**config.mk**
```make
export PLATFORM = sky130hd
export DESIGN_NAME = be_clock_ctrl
export DESIGN_NICKNAME = d
export VERILOG_FILES = /design/src/rtl/be_clock_ctrl.sv
export SDC_FILE = /design/constraint.sdc
export NUM_CORES = 1
export LEC_CHECK = 0
export BUFFER_PORTS_ARGS = -buffer_cell sky130_fd_sc_hd__buf_4
export CORE_MARGIN = 2
export CORE_UTILIZATION = 54
export DETAILED_ROUTE_END_ITERATION = 12
export PLACE_DENSITY = 0.7
export SYNTH_ARGS = -nofsm -noshare
export SYNTH_HDL_FRONTEND = slang
export SYNTH_SLANG_ARGS = --single-unit
export TNS_END_PERCENT = 30
```
**constraint.sdc**
```tcl
create_clock -name iCLK -period 4.5 [get_ports iCLK]
set_input_delay 0.675 -clock iCLK [delete_from_list [all_inputs] [get_ports iCLK]]
set_output_delay 0.675 -clock iCLK [all_outputs]
set_load 0.05 [all_outputs]
```
**src/rtl/be_clock_ctrl.sv**
```systemverilog
// Clock sequencer for the 8-bit computer: derives CLK/NOT_CLK/CLK_EN from the board
// clock in continuous-run, single-step and halt modes.
module be_clock_ctrl #(
    parameter int unsigned CLK_FREQ_HZ      = 50_000_000,
    parameter int unsigned DEBOUNCE_CYCLES  = 500_000,
    parameter int unsigned STEP_HIGH_CYCLES = 5_000_000
) (
    input  logic       iCLK,
    input  logic       iRST_N,
    input  logic       CLK_SELECT,
    input  logic       STEP_BTN,
    input  logic       HLT,
    input  logic       HLT_INSTR,
    input  logic [2:0] DIV_CLK,
    output logic       CLK,
    output logic       NOT_CLK,
    output logic       CLK_EN,
    output logic       HALTED
);

    localparam logic [31:0] FREQ      = 32'(CLK_FREQ_HZ);
    localparam logic [31:0] DB_LAST   = 32'(DEBOUNCE_CYCLES - 1);
    localparam logic [31:0] STEP_LAST = 32'(STEP_HIGH_CYCLES - 1);

    typedef enum logic [1:0] {
        S_IDLE = 2'd0,
        S_STEP = 2'd1,
        S_RUN  = 2'd2,
        S_HALT = 2'd3
    } state_t;

    logic        sel_s1_q, sel_s2_q;
    logic        step_s1_q, step_s2_q;
    logic        hlt_s1_q, hlt_s2_q;
    logic        step_db_q, step_db_d;
    logic [31:0] db_cnt_q, db_cnt_d;
    logic        step_evt_q, step_evt_d;
    logic        halt_req_q, halt_req_d;

    state_t      state_q;
    logic [31:0] cnt_q;
    logic [2:0]  rate_q;
    logic        clk_q, nclk_q, clk_en_q, halted_q;

    logic [31:0] hp_last_s;
    logic        run_stop_s;

    // Two-flop synchronisers, resetting to each input's inactive level
    always_ff @(posedge iCLK or negedge iRST_N) begin
        if (!iRST_N) begin
            sel_s1_q  <= 1'b0;
            sel_s2_q  <= 1'b0;
            step_s1_q <= 1'b1;
            step_s2_q <= 1'b1;
            hlt_s1_q  <= 1'b1;
            hlt_s2_q  <= 1'b1;
        end else begin
            sel_s1_q  <= CLK_SELECT;
            sel_s2_q  <= sel_s1_q;
            step_s1_q <= STEP_BTN;
            step_s2_q <= step_s1_q;
            hlt_s1_q  <= HLT;
            hlt_s2_q  <= hlt_s1_q;
        end
    end

    // Step debounce next state: flip only after a full run of disagreeing samples
    always_comb begin
        db_cnt_d   = 32'd0;
        step_db_d  = step_db_q;
        step_evt_d = 1'b0;
        if (step_s2_q != step_db_q) begin
            if (db_cnt_q == DB_LAST) begin
                step_db_d  = step_s2_q;
                step_evt_d = step_db_q;
                db_cnt_d   = 32'd0;
            end else begin
                db_cnt_d = db_cnt_q + 32'd1;
            end
        end else begin
            db_cnt_d = 32'd0;
        end
    end

    // Halt request is sticky; the FSM acts on the freshly-merged value so a halt
    // coinciding with a rising-toggle point suppresses that rise
    always_comb begin
        halt_req_d = halt_req_q | ~hlt_s2_q | HLT_INSTR;
    end

    // Half-period length for the latched rate, and the condition to leave run mode
    always_comb begin
        hp_last_s  = (FREQ >> ({1'b0, rate_q} + 4'd1)) - 32'd1;
        run_stop_s = halt_req_d | ~sel_s2_q;
    end

    // Debounce and halt-request registers
    always_ff @(posedge iCLK or negedge iRST_N) begin
        if (!iRST_N) begin
            step_db_q  <= 1'b1;
            db_cnt_q   <= 32'd0;
            step_evt_q <= 1'b0;
            halt_req_q <= 1'b0;
        end else begin
            step_db_q  <= step_db_d;
            db_cnt_q   <= db_cnt_d;
            step_evt_q <= step_evt_d;
            halt_req_q <= halt_req_d;
        end
    end

    // Sequencer FSM with registered clock, strobe and halt outputs
    always_ff @(posedge iCLK or negedge iRST_N) begin
        if (!iRST_N) begin
            state_q  <= S_IDLE;
            cnt_q    <= 32'd0;
            rate_q   <= 3'd0;
            clk_q    <= 1'b0;
            nclk_q   <= 1'b1;
            clk_en_q <= 1'b0;
            halted_q <= 1'b0;
        end else begin
            clk_en_q <= 1'b0;
            case (state_q)
                S_IDLE: begin
                    cnt_q <= 32'd0;
                    if (halt_req_d) begin
                        state_q  <= S_HALT;
                        halted_q <= 1'b1;
                    end else if (sel_s2_q) begin
                        state_q <= S_RUN;
                        rate_q  <= DIV_CLK;
                    end else if (step_evt_q) begin
                        state_q  <= S_STEP;
                        clk_q    <= 1'b1;
                        nclk_q   <= 1'b0;
                        clk_en_q <= 1'b1;
                    end else begin
                        state_q <= S_IDLE;
                    end
                end
                S_STEP: begin
                    if (cnt_q == STEP_LAST) begin
                        cnt_q    <= 32'd0;
                        clk_q    <= 1'b0;
                        nclk_q   <= 1'b1;
                        state_q  <= halt_req_d ? S_HALT : S_IDLE;
                        halted_q <= halt_req_d;
                    end else begin
                        cnt_q <= cnt_q + 32'd1;
                    end
                end
                S_RUN: begin
                    // A low phase may be abandoned at once; a high phase always completes
                    if (!clk_q && run_stop_s) begin
                        cnt_q    <= 32'd0;
                        state_q  <= halt_req_d ? S_HALT : S_IDLE;
                        halted_q <= halt_req_d;
                    end else if (cnt_q == hp_last_s) begin
                        cnt_q    <= 32'd0;
                        clk_q    <= ~clk_q;
                        nclk_q   <= clk_q;
                        clk_en_q <= ~clk_q;
                        rate_q   <= DIV_CLK;
                        if (clk_q && run_stop_s) begin
                            state_q  <= halt_req_d ? S_HALT : S_IDLE;
                            halted_q <= halt_req_d;
                        end else begin
                            state_q <= S_RUN;
                        end
                    end else begin
                        cnt_q <= cnt_q + 32'd1;
                    end
                end
                S_HALT: begin
                    state_q  <= S_HALT;
                    clk_q    <= 1'b0;
                    nclk_q   <= 1'b1;
                    halted_q <= 1'b1;
                end
                default: begin
                    state_q  <= S_IDLE;
                    cnt_q    <= 32'd0;
                    clk_q    <= 1'b0;
                    nclk_q   <= 1'b1;
                    halted_q <= 1'b0;
                end
            endcase
        end
    end

    assign CLK     = clk_q;
    assign NOT_CLK = nclk_q;
    assign CLK_EN  = clk_en_q;
    assign HALTED  = halted_q;

endmodule

```
==> impl_metrics.toml, run 1 <==
[timing]
drv_slew = 0
relSlewSlack = 0.319
max_freq_mhz = 265
tns_ns = 0
fin_skew_ns = 0.0120
timing.final.crit_share = 0.839
finalSetupViolations = 0
grt_setup_unrepaired = "no"
worst_slack_ns = 0.724
worst_pin_slew_ns = 1.02
hold_viol = 0
post-route-min-period_ns = 3.78

[route]
drtAntennaViolNets = 0
via_per_inst = 6.15
wirelength_mm = 11.3
vias = 4258
drc = 0
routedWlPerCell_um = 16.3
drt_iter0_markers = 256
drt_pre_antenna_iters = 6

[setup_path]
cp.arrival_ns = 4.02
path_class = "reg2reg"
path_max_fanout = 19
cp-end-kind = "flip-flop"
cp.required_ns = 4.74
start_kind = "flip-flop"

[global_routing]
gr-usage-all-layers = 0.239
grt-ovfl-total = 0
grt_antenna_before_repair = 0
grt_pass1_vias = 4051
grt_pass1_wl_mm = 19.2
grt_max_degree = 83

[place]
placed_area_um2 = 5110
dp.cells = 676
place_hpwl_mm = 7.82
numPortBuffers = 12
pre_cts_ws_ns = 0.799
routabilityCongestion = 0.916

[floorplanning]
die_h_um = 100
num_rows = 35
die_x_um = 100
ios = 13
core_area_um2 = 9150
die-area_um2 = 10100
start_util = 0.549

[final_layout]
drive_gt1_frac = 0.0895
layout.cells.non_filler = 692
nets = 594
multi_input_area_um2 = 2700
fin_area_um2 = 5340
fillers = 818
seq_area_um2 = 2060
syn_to_final_growth_pct = 6.23
n_antenna_cell = 0

[yosys]
synthTopCellsByArea = "dfrtp_1 (38%), nor2_1 (4.9%), nand2_1 (4.4%)"
synthCells = 588
yosysTopAreaCell = "dfrtp_1"
synth_nets = 606
ys_ff_latch = 82
yosysTopAreaCellShare = 0.379
netlist_area_um2 = 5020
async_flop_share = 1.00
synth_area_per_cell_um2 = 8.54
synth_warnings = 0
ys_types = 64
synth-edff-count = 0
ys_seq_area_frac = 0.410
synth_flop_cell = "dfrtp_1"

[cts]
cts-root-buf = "clkbuf_8"
hold_buffers = 0
htree_levels = 3
clkTransAtPathRegs_ns = 0.09
clock-sinks = 82
clock_path_buffers = 2
cts-buffers-inserted = 9
cts_setup_buffers = 0
clk_latency_ns = 0.36
cts_tree = "yes"
cts.repair.resized = 0

[flow_run]
maxCapViolCount = 0

[outcome]
outcome = "finished clean"

[power]
powerDensity_nw_per_um2 = 260
leakagePower_nw = 2.15
peakVddDrop_v = 0.000204

[hold_path]
hold_class = "reg2reg"
[cell usage after synthesis (all sizes together), types with 3 or more instances]
cell and number:
mux2 6, xnor2 14, a221o 5, a21boi 3, dfstp 6, a22o 5, nor4bb 4, clkbuf 23
and4 5, nand4 11, nand3b 3, nor2 66, a31oi 4, o22ai 7, and3 17, nand2 59
nand2b 5, nor4 7, nor3 18, o211ai 3, a21oi 27, or3 6, dfrtp 76, nand3 43
o311ai 10, nor2b 8, nor3b 3, o21ai 29, buf 17, inv 21, or2 5, a21o 5
xor2 19, ha 9, mux2i 4
[kinds of logic after synthesis]
| family | Yosys count | share of synthesized area |
|---|---|---|
| adders and majority gates | 10 | 0.0244 |
| AOI/OAI and AO/OA | 120 | 0.160 |
| muxes | 10 | 0.0214 |
| DFF | 82 | 0.410 |
| and+or+nand+nor | 271 | 0.274 |
| buffers and inverters | 62 | 0.0523 |
| xor gates and xnor gates | 33 | 0.0575 |
[power breakdown]
part,switching [W],internal [W]
combinational,0.0000206,0.00000752
sequential,0.00000335,0.000743
clock,0.000285,0.000331
[worst max-delay path, cell delays in order (launching register included)]
cell and delay, ns:
dfrtp_1 0.65, nor2b_1 0.27, nand2_1 0.09, ha_1 0.27, xor2_1 0.19, a211o_1 0.29
o311ai_0 0.12, nor4_2 0.12, a21boi_1 0.18, o31a_1 0.54, nand2b_1 0.47, o311ai_0 0.46
[layer usage]
layer / up-vias / wire length [um] / global-route usage
li1: 2075 / - / -
met1: 2053 / 5000 / 0.315
met2: 107 / 5460 / 0.395
met3: 23 / 518 / 0.0383
met4: 0 / 274 / 0.0980
met5: - / 0 / 0
[layout make-up]
class	instances	share of cell area
Clock buffer	11	0.0265
Sequential cell	82	0.386
Inverter	22	0.0155
Multi-Input combinational cell	444	0.506
Clock inverter	5	0.0159
Timing Repair Buffer	17	0.0239
Tap cell	111	0.0260
[state kept, by name, indices dropped and copies added (netlist names)]
signal and count:
cnt_q 32, db_cnt_q 32, rate_q 3, state_q 2, CLK 1, CLK_EN 1, HALTED 1, NOT_CLK 1
halt_req_q 1, hlt_s1_q 1, hlt_s2_q 1, sel_s1_q 1, sel_s2_q 1, step_db_q 1, step_evt_q 1, step_s1_q 1
step_s2_q 1
[path summary, 6_finish.rpt]
path                            slack, ns            to  cells after the start       from
worst max register to register       0.72     cnt_q[22]                     11  rate_q[2]
worst min-delay path                 0.36      sel_s2_q                      0   sel_s1_q
max in group asynchronous            3.35  db_cnt_q[18]                      1     iRST_N
worst min register to register       0.36      sel_s2_q                      0   sel_s1_q
worst max-delay path                 0.72     cnt_q[22]                     11  rate_q[2]
min in group asynchronous            0.45     rate_q[1]                      1     iRST_N
[metrics by stage]
stage	power, W	utilization	hold slack, ns
after floorplan	0.000769	-	0.331
after global placement	0.000789	0.558	0.340
after detailed placement	0.000790	0.558	0.340
after CTS	0.00140	0.583	0.359
after global routing	0.00144	0.583	0.362
final	0.00139	0.583	0.358
[cell usage in the layout, fill, tap and decap left out, drive strengths merged, types with 6 or more instances in the layout]
cell type,count
dfrtp,76
o22ai,7
xor2,19
a21oi,27
nor2,66
mux2,6
o21ai,29
ha,9
nor2b,8
buf,17
nand4,11
nand2,59
xnor2,14
and3,17
or3,6
dfstp,6
o311ai,10
inv,22
clkbuf,11
nor4,7
nor3,18
nand3,43
No activity file was read; power rests on OpenSTA's default activity.
==> run 2, diff against run 1 <==
--- a/config.mk
+++ b/config.mk
@@ -5,11 +5,12 @@
 export SDC_FILE = /design/constraint.sdc
 export NUM_CORES = 1
 export LEC_CHECK = 0
+export ABC_AREA = 1
 export BUFFER_PORTS_ARGS = -buffer_cell sky130_fd_sc_hd__buf_4
 export CORE_MARGIN = 2
 export CORE_UTILIZATION = 54
 export DETAILED_ROUTE_END_ITERATION = 12
-export PLACE_DENSITY = 0.7
+export PLACE_DENSITY = 0.73
 export SYNTH_ARGS = -nofsm -noshare
 export SYNTH_HDL_FRONTEND = slang
 export SYNTH_SLANG_ARGS = --single-unit
==> constraint.sdc (replaced) <==
create_clock -name iCLK -period 3.1 [get_ports iCLK]
set_input_delay 0.465 -clock iCLK [delete_from_list [all_inputs] [get_ports iCLK]]
set_output_delay 0.465 -clock iCLK [all_outputs]
set_load 0.05 [all_outputs]
==> impl_metrics.toml, run 2 <==
[setup_path]
r2r_cells = 14
cp.arrival_ns = 2.94
cp.required_ns = 3.36
start_kind = "flip-flop"
path_class = "reg2reg"
path_max_fanout = 9
cp-end-kind = "flip-flop"

[timing]
tns_ns = 0
worst_slack_ns = 0.422
finalSetupViolations = 0
max_freq_mhz = 373
drv_slew = 0
timing.final.crit_share = 0.864
worst_pin_slew_ns = 0.606
post-route-min-period_ns = 2.68
grt_setup_unrepaired = "no"
relSlewSlack = 0.593
fin_skew_ns = 0.0103
hold_viol = 0

[hold_path]
hold_class = "in2async"

[final_layout]
final_common_cell = "nand2_1"
n_antenna_cell = 0
largestRegisters = "cnt_q x32, db_cnt_q x32, rate_q x3"
fillers = 1027
syn_to_final_growth_pct = 7.02
mostFrequentLayoutCells = "nand2_1 (260), nor2_1 (123), inv_1 (90)"
drive_gt1_frac = 0.0702
nets = 882

[yosys]
synth_top_family_by_area = "simple AND/OR/NAND/NOR gates"
synth.area.mux_share = 0
async_flop_share = 1.00
ys_types = 38
synthTopCellsByArea = "dfrtp_1 (33%), nand2_1 (17%), nor2_1 (8.2%)"
synth_flop_cell = "dfrtp_1"
ys_seq_area_frac = 0.361
netlist_area_um2 = 5700
synth-edff-count = 0
yosysTopAreaCell = "dfrtp_1"
synth_most_common_cell = "nand2_1"
synth_warnings = 0
synth-compound-area-share = 0.0259
synthCells = 853
synthSimpleGateAreaFrac = 0.433
synth_fa_ha_area_frac = 0.0198
yosysTopAreaCellShare = 0.334
synthTopCellsByCount = "nand2_1 (260), nor2_1 (124), inv_1 (90)"
synthXorXnorAreaFrac = 0.0768
synth_nets = 871
synth_area_per_cell_um2 = 6.68
ys_ff_latch = 82

[power]
intPower_w = 0.00141
powerDensity_nw_per_um2 = 308
switching_share = 0.249
peakVddDrop_v = 0.000265
clockPowerShare = 0.398
leakagePower_nw = 2.88
p_comb_frac = 0.026
pwr-share-seq = 0.576
p_sw_w = 0.000467

[cts]
htree_levels = 3
cts_tree = "yes"
hold_buffers = 0
cts-buffers-inserted = 9
clock_path_buffers = 2
cts_setup_buffers = 0
cts-root-buf = "clkbuf_8"
cts.repair.resized = 0
clk_latency_ns = 0.37
clock-sinks = 82
clkTransAtPathRegs_ns = 0.09

[global_routing]
grt_antenna_before_repair = 0
grtUsageMet3 = 0.0383
met1_usage = 0.339
grt-ovfl-total = 0
grt_max_degree = 48
grt_pass1_vias = 5409
grt-busiest-layer = "met2"
grt_pass1_wl_mm = 25.8
gr-usage-all-layers = 0.291
use_met2 = 0.512

[floorplanning]
ios = 13
num_rows = 37
start_util = 0.555
core_area_um2 = 10300
die_x_um = 107
die-area_um2 = 11400
die_h_um = 107

[place]
numPortBuffers = 12
place_hpwl_mm = 12.0
routabilityCongestion = 0.986
pre_cts_ws_ns = 0.349

[route]
wirelength_mm = 15.8
drt_iter0_markers = 316
drtAntennaViolNets = 0
via_per_inst = 5.57
vias = 5598
routedWlPerCell_um = 15.7
drc = 0
drt_pre_antenna_iters = 5

[flow_run]
maxCapViolCount = 0

[outcome]
outcome = "finished clean"
## run 2: cell types whose count changed in the layout (fill, tap and decap cells not counted), moves of 18 or more
cell and delta:
nor2_1 +57, nand2_1 +201, nor3_1 +28, inv_1 +69, nand3_1 +41, a21oi_1 -18
## run 2: cells by family after synthesis
| kind of cell | count (synthesis) |
|---|---|
| adder cells (fa/ha/maj) | 9 |
| AO/OA/AOI/OAI | 27 |
| XOR/XNOR | 50 |
| AND/OR/NAND/NOR | 569 |
| buffers and inverters | 116 |
| flip-flops | 82 |
## run 2: final timing paths
check	startpoint	end	slack [ns]
min reg2reg	sel_s1_q	sel_s2_q	0.36
max	rate_q[1]	rate_q[2]	0.42
max reg2reg	rate_q[1]	rate_q[2]	0.42
max in group asynchronous	iRST_N	hlt_s1_q	2.25
min in group iCLK	HLT	hlt_s1_q	0.20
min	iRST_N	db_cnt_q[16]	0.1
## run 2: cell type report
cell class | instances | area, um2 | share of cell area
timing repair buffer | 21 | 158 | 0.0258
multi-input combinational | 655 | 3170 | 0.520
tap | 136 | 170 | 0.0279
clock inverter | 6 | 46.3 | 0.00759
clock buffer | 10 | 138 | 0.0226
inverter | 95 | 357 | 0.0584
sequential | 82 | 2060 | 0.338
## run 2: metal layers
| layer | up-vias | wire [um] |
|---|---|---|
| met5 | - | 0 |
| met4 | 0 | 809 |
| met3 | 58 | 736 |
| met2 | 186 | 7880 |
| met1 | 2613 | 6350 |
| li1 | 2741 | - |
## run 2: per-stage QoR
| stage | utilization | cell area, um2 | instances | total power (W) | hold WS (ns) |
|---|---|---|---|---|---|
| 6_report | 0.594 | 6100 | 1005 | 0.00188 | 0.0998 |
| 5_1_grt | 0.594 | 6100 | 1005 | 0.00194 | 0.152 |
| 4_1_cts | 0.593 | 6100 | 1005 | 0.00189 | 0.117 |
| 3_5_place_dp | 0.575 | 5910 | 989 | 0.00115 | 0.339 |
| 3_3_place_gp | 0.575 | 5910 | 989 | 0.00115 | 0.340 |
| 2_1_floorplan | - | 5700 | 853 | 0.00112 | 0.169 |
## run 2: worst max-delay path, cell delays in order, from the launching register on
cell and delay [ns]:
dfrtp_1 0.52, nand3_1 0.26, ha_1 0.37, nand2_1 0.09, nand3_1 0.07, nor3_1 0.17, nand3_1 0.10, nor2_1 0.14
nand2_1 0.07, nor2_1 0.13, nand2_1 0.13, nand2_1 0.22, nand3_1 0.16, nand2_1 0.09, nand2_1 0.05
## run 2: power groups by stage
stage | registers, W | logic, W | clock network, W
after floorplan | 0.00110 | 0.0000137 | 0
after global placement | 0.00110 | 0.0000484 | 0
after detailed placement | 0.00110 | 0.0000503 | 0
after CTS | 0.00108 | 0.0000503 | 0.000763
after global routing | 0.00108 | 0.0000573 | 0.000803
final | 0.00108 | 0.0000484 | 0.000747
==> run 3, diff against run 2 <==
--- a/config.mk
+++ b/config.mk
@@ -7,10 +7,12 @@
 export LEC_CHECK = 0
 export ABC_AREA = 1
 export BUFFER_PORTS_ARGS = -buffer_cell sky130_fd_sc_hd__buf_4
+export CELL_PAD_IN_SITES_DETAIL_PLACEMENT = 1
+export CELL_PAD_IN_SITES_GLOBAL_PLACEMENT = 1
 export CORE_MARGIN = 2
-export CORE_UTILIZATION = 54
+export CORE_UTILIZATION = 42
 export DETAILED_ROUTE_END_ITERATION = 12
-export PLACE_DENSITY = 0.73
+export PLACE_DENSITY_LB_ADDON = 0.1
 export SYNTH_ARGS = -nofsm -noshare
 export SYNTH_HDL_FRONTEND = slang
 export SYNTH_SLANG_ARGS = --single-unit
==> impl_metrics.toml, run 3 (synthesis gave the netlist of run 2 again) <==
[setup_path]
path_max_fanout = 31
r2r_slack_ns = 0.32
path_class = "reg2reg"
start_kind = "flip-flop"
cp-end-kind = "flip-flop"
cp.required_ns = 3.35
rr_startpoint = "rate_q[0]"
r2r_cells = 17
cp.arrival_ns = 3.02
r2r_end = "cnt_q[21]"

[route]
vias = 5652
drtAntennaViolNets = 0
wirelength_mm = 18.5
drt_iter0_markers = 326
via_per_inst = 5.41
drt_pre_antenna_iters = 5
drc = 0
routedWlPerCell_um = 17.7

[final_layout]
largestRegisters = "cnt_q x32, db_cnt_q x32, rate_q x3"
fillers = 1760
fin_area_um2 = 6300
syn_to_final_growth_pct = 10.5
final_common_cell = "nand2_1"
multi_input_area_um2 = 3170
mostFrequentLayoutCells = "nand2_1 (260), nor2_1 (123), inv_1 (90)"
seq_area_um2 = 2060
nets = 882
drive_gt1_frac = 0.0702
n_antenna_cell = 0

[place]
numPortBuffers = 12
placed_area_um2 = 5970
place_hpwl_mm = 14.4
routabilityCongestion = 0.990

[timing]
drv_slew = 0
hold_viol = 0
max_freq_mhz = 360
holdWs_ns = 0.0731
tns_ns = 0
finalSetupViolations = 0
relSlewSlack = 0.583
worst_pin_slew_ns = 0.621
timing.final.crit_share = 0.896
post-route-min-period_ns = 2.78
fin_skew_ns = 0.00754
grt_setup_unrepaired = "no"

[power]
peakVddDrop_v = 0.000314
leakagePower_nw = 2.95
totalPowerFinal_w = 0.00229
powerDensity_nw_per_um2 = 364

[cts]
clk_latency_ns = 0.36
htree_levels = 3
clkTransAtPathRegs_ns = 0.07
clock-sinks = 82
clock_path_buffers = 2
cts_setup_buffers = 0
cts-root-buf = "clkbuf_16"
cts-buffers-inserted = 9
cts_tree = "yes"

[global_routing]
gr-usage-all-layers = 0.268
grt_pass1_vias = 5881
grt_max_degree = 46
grt_pass1_wl_mm = 30.4
grt_antenna_before_repair = 0
grt-ovfl-total = 0

[hold_path]
hold_class = "in2async"

[floorplanning]
die_x_um = 121
ios = 13
die-area_um2 = 14500
num_rows = 42
die_h_um = 121
start_util = 0.430
core_area_um2 = 13200

[flow_run]
maxCapViolCount = 0

[outcome]
outcome = "finished clean"
run 3: worst max path at each step:
stage	depth (start not counted)	slack (ns)	start	endpoint
floorplan	19	0.95	rate_q[1]	cnt_q[0]
global placement	17	0.33	rate_q[1]	state_q[0]
detailed placement	17	0.19	rate_q[0]	cnt_q[29]
CTS	17	0.18	rate_q[1]	cnt_q[21]
global route	16	0.05	rate_q[2]	cnt_q[12]
finish	17	0.32	rate_q[0]	cnt_q[21]
run 3: where the power goes:
group / internal, W / total [W] / switching [W]
clock: 0.000649 / 0.00116 / 0.000511
sequential: 0.00108 / 0.00108 / 0.00000395
combinational: 0.0000139 / 0.0000506 / 0.0000367
run 3: timing repair:
item                                    4_1_cts  5_1_grt
hold buffers                                  0        0
endpoints found under the setup margin        0       30
gates resized for setup                       0        1
hold endpoints to repair                      0        0
run 3: final cells by class:
| cell class | count | area share |
|---|---|---|
| Multi-Input combinational cell | 655 | 0.504 |
| Sequential cell | 82 | 0.327 |
| Inverter | 95 | 0.0566 |
| Clock buffer | 9 | 0.0358 |
| Tap cell | 176 | 0.0350 |
| Timing Repair Buffer | 21 | 0.0270 |
| Clock inverter | 7 | 0.0147 |
run 3: worst max-delay path, cell delays in order, from the launching register on:
cell	delay, ns
dfrtp_1	0.51
inv_2	0.20
nand3_1	0.13
ha_1	0.34
nand2_1	0.09
inv_1	0.05
nor2_1	0.11
nand2_1	0.06
nor2_1	0.09
nand2_1	0.06
nor2_1	0.09
nand2_1	0.06
nor2_1	0.13
nand3_1	0.13
nand2_2	0.14
nand2_4	0.23
nand3_1	0.17
nand2_1	0.06
run 3: layer usage:
layer | track usage | share of wire
met3 | 0.0443 | 0.034
met4 | 0.0988 | 0.028
met5 | 0 | 0
met1 | 0.343 | 0.45
met2 | 0.455 | 0.49
run 3: per-stage QoR:
step | std cells | setup slack [ns] | utilization
global route | 1045 | 0.0517 | 0.476
finish | 1045 | 0.324 | 0.476
CTS | 1045 | 0.177 | 0.475
floorplan | 853 | 0.948 | -
detailed placement | 1029 | 0.191 | 0.451
global placement | 1029 | 0.328 | 0.451
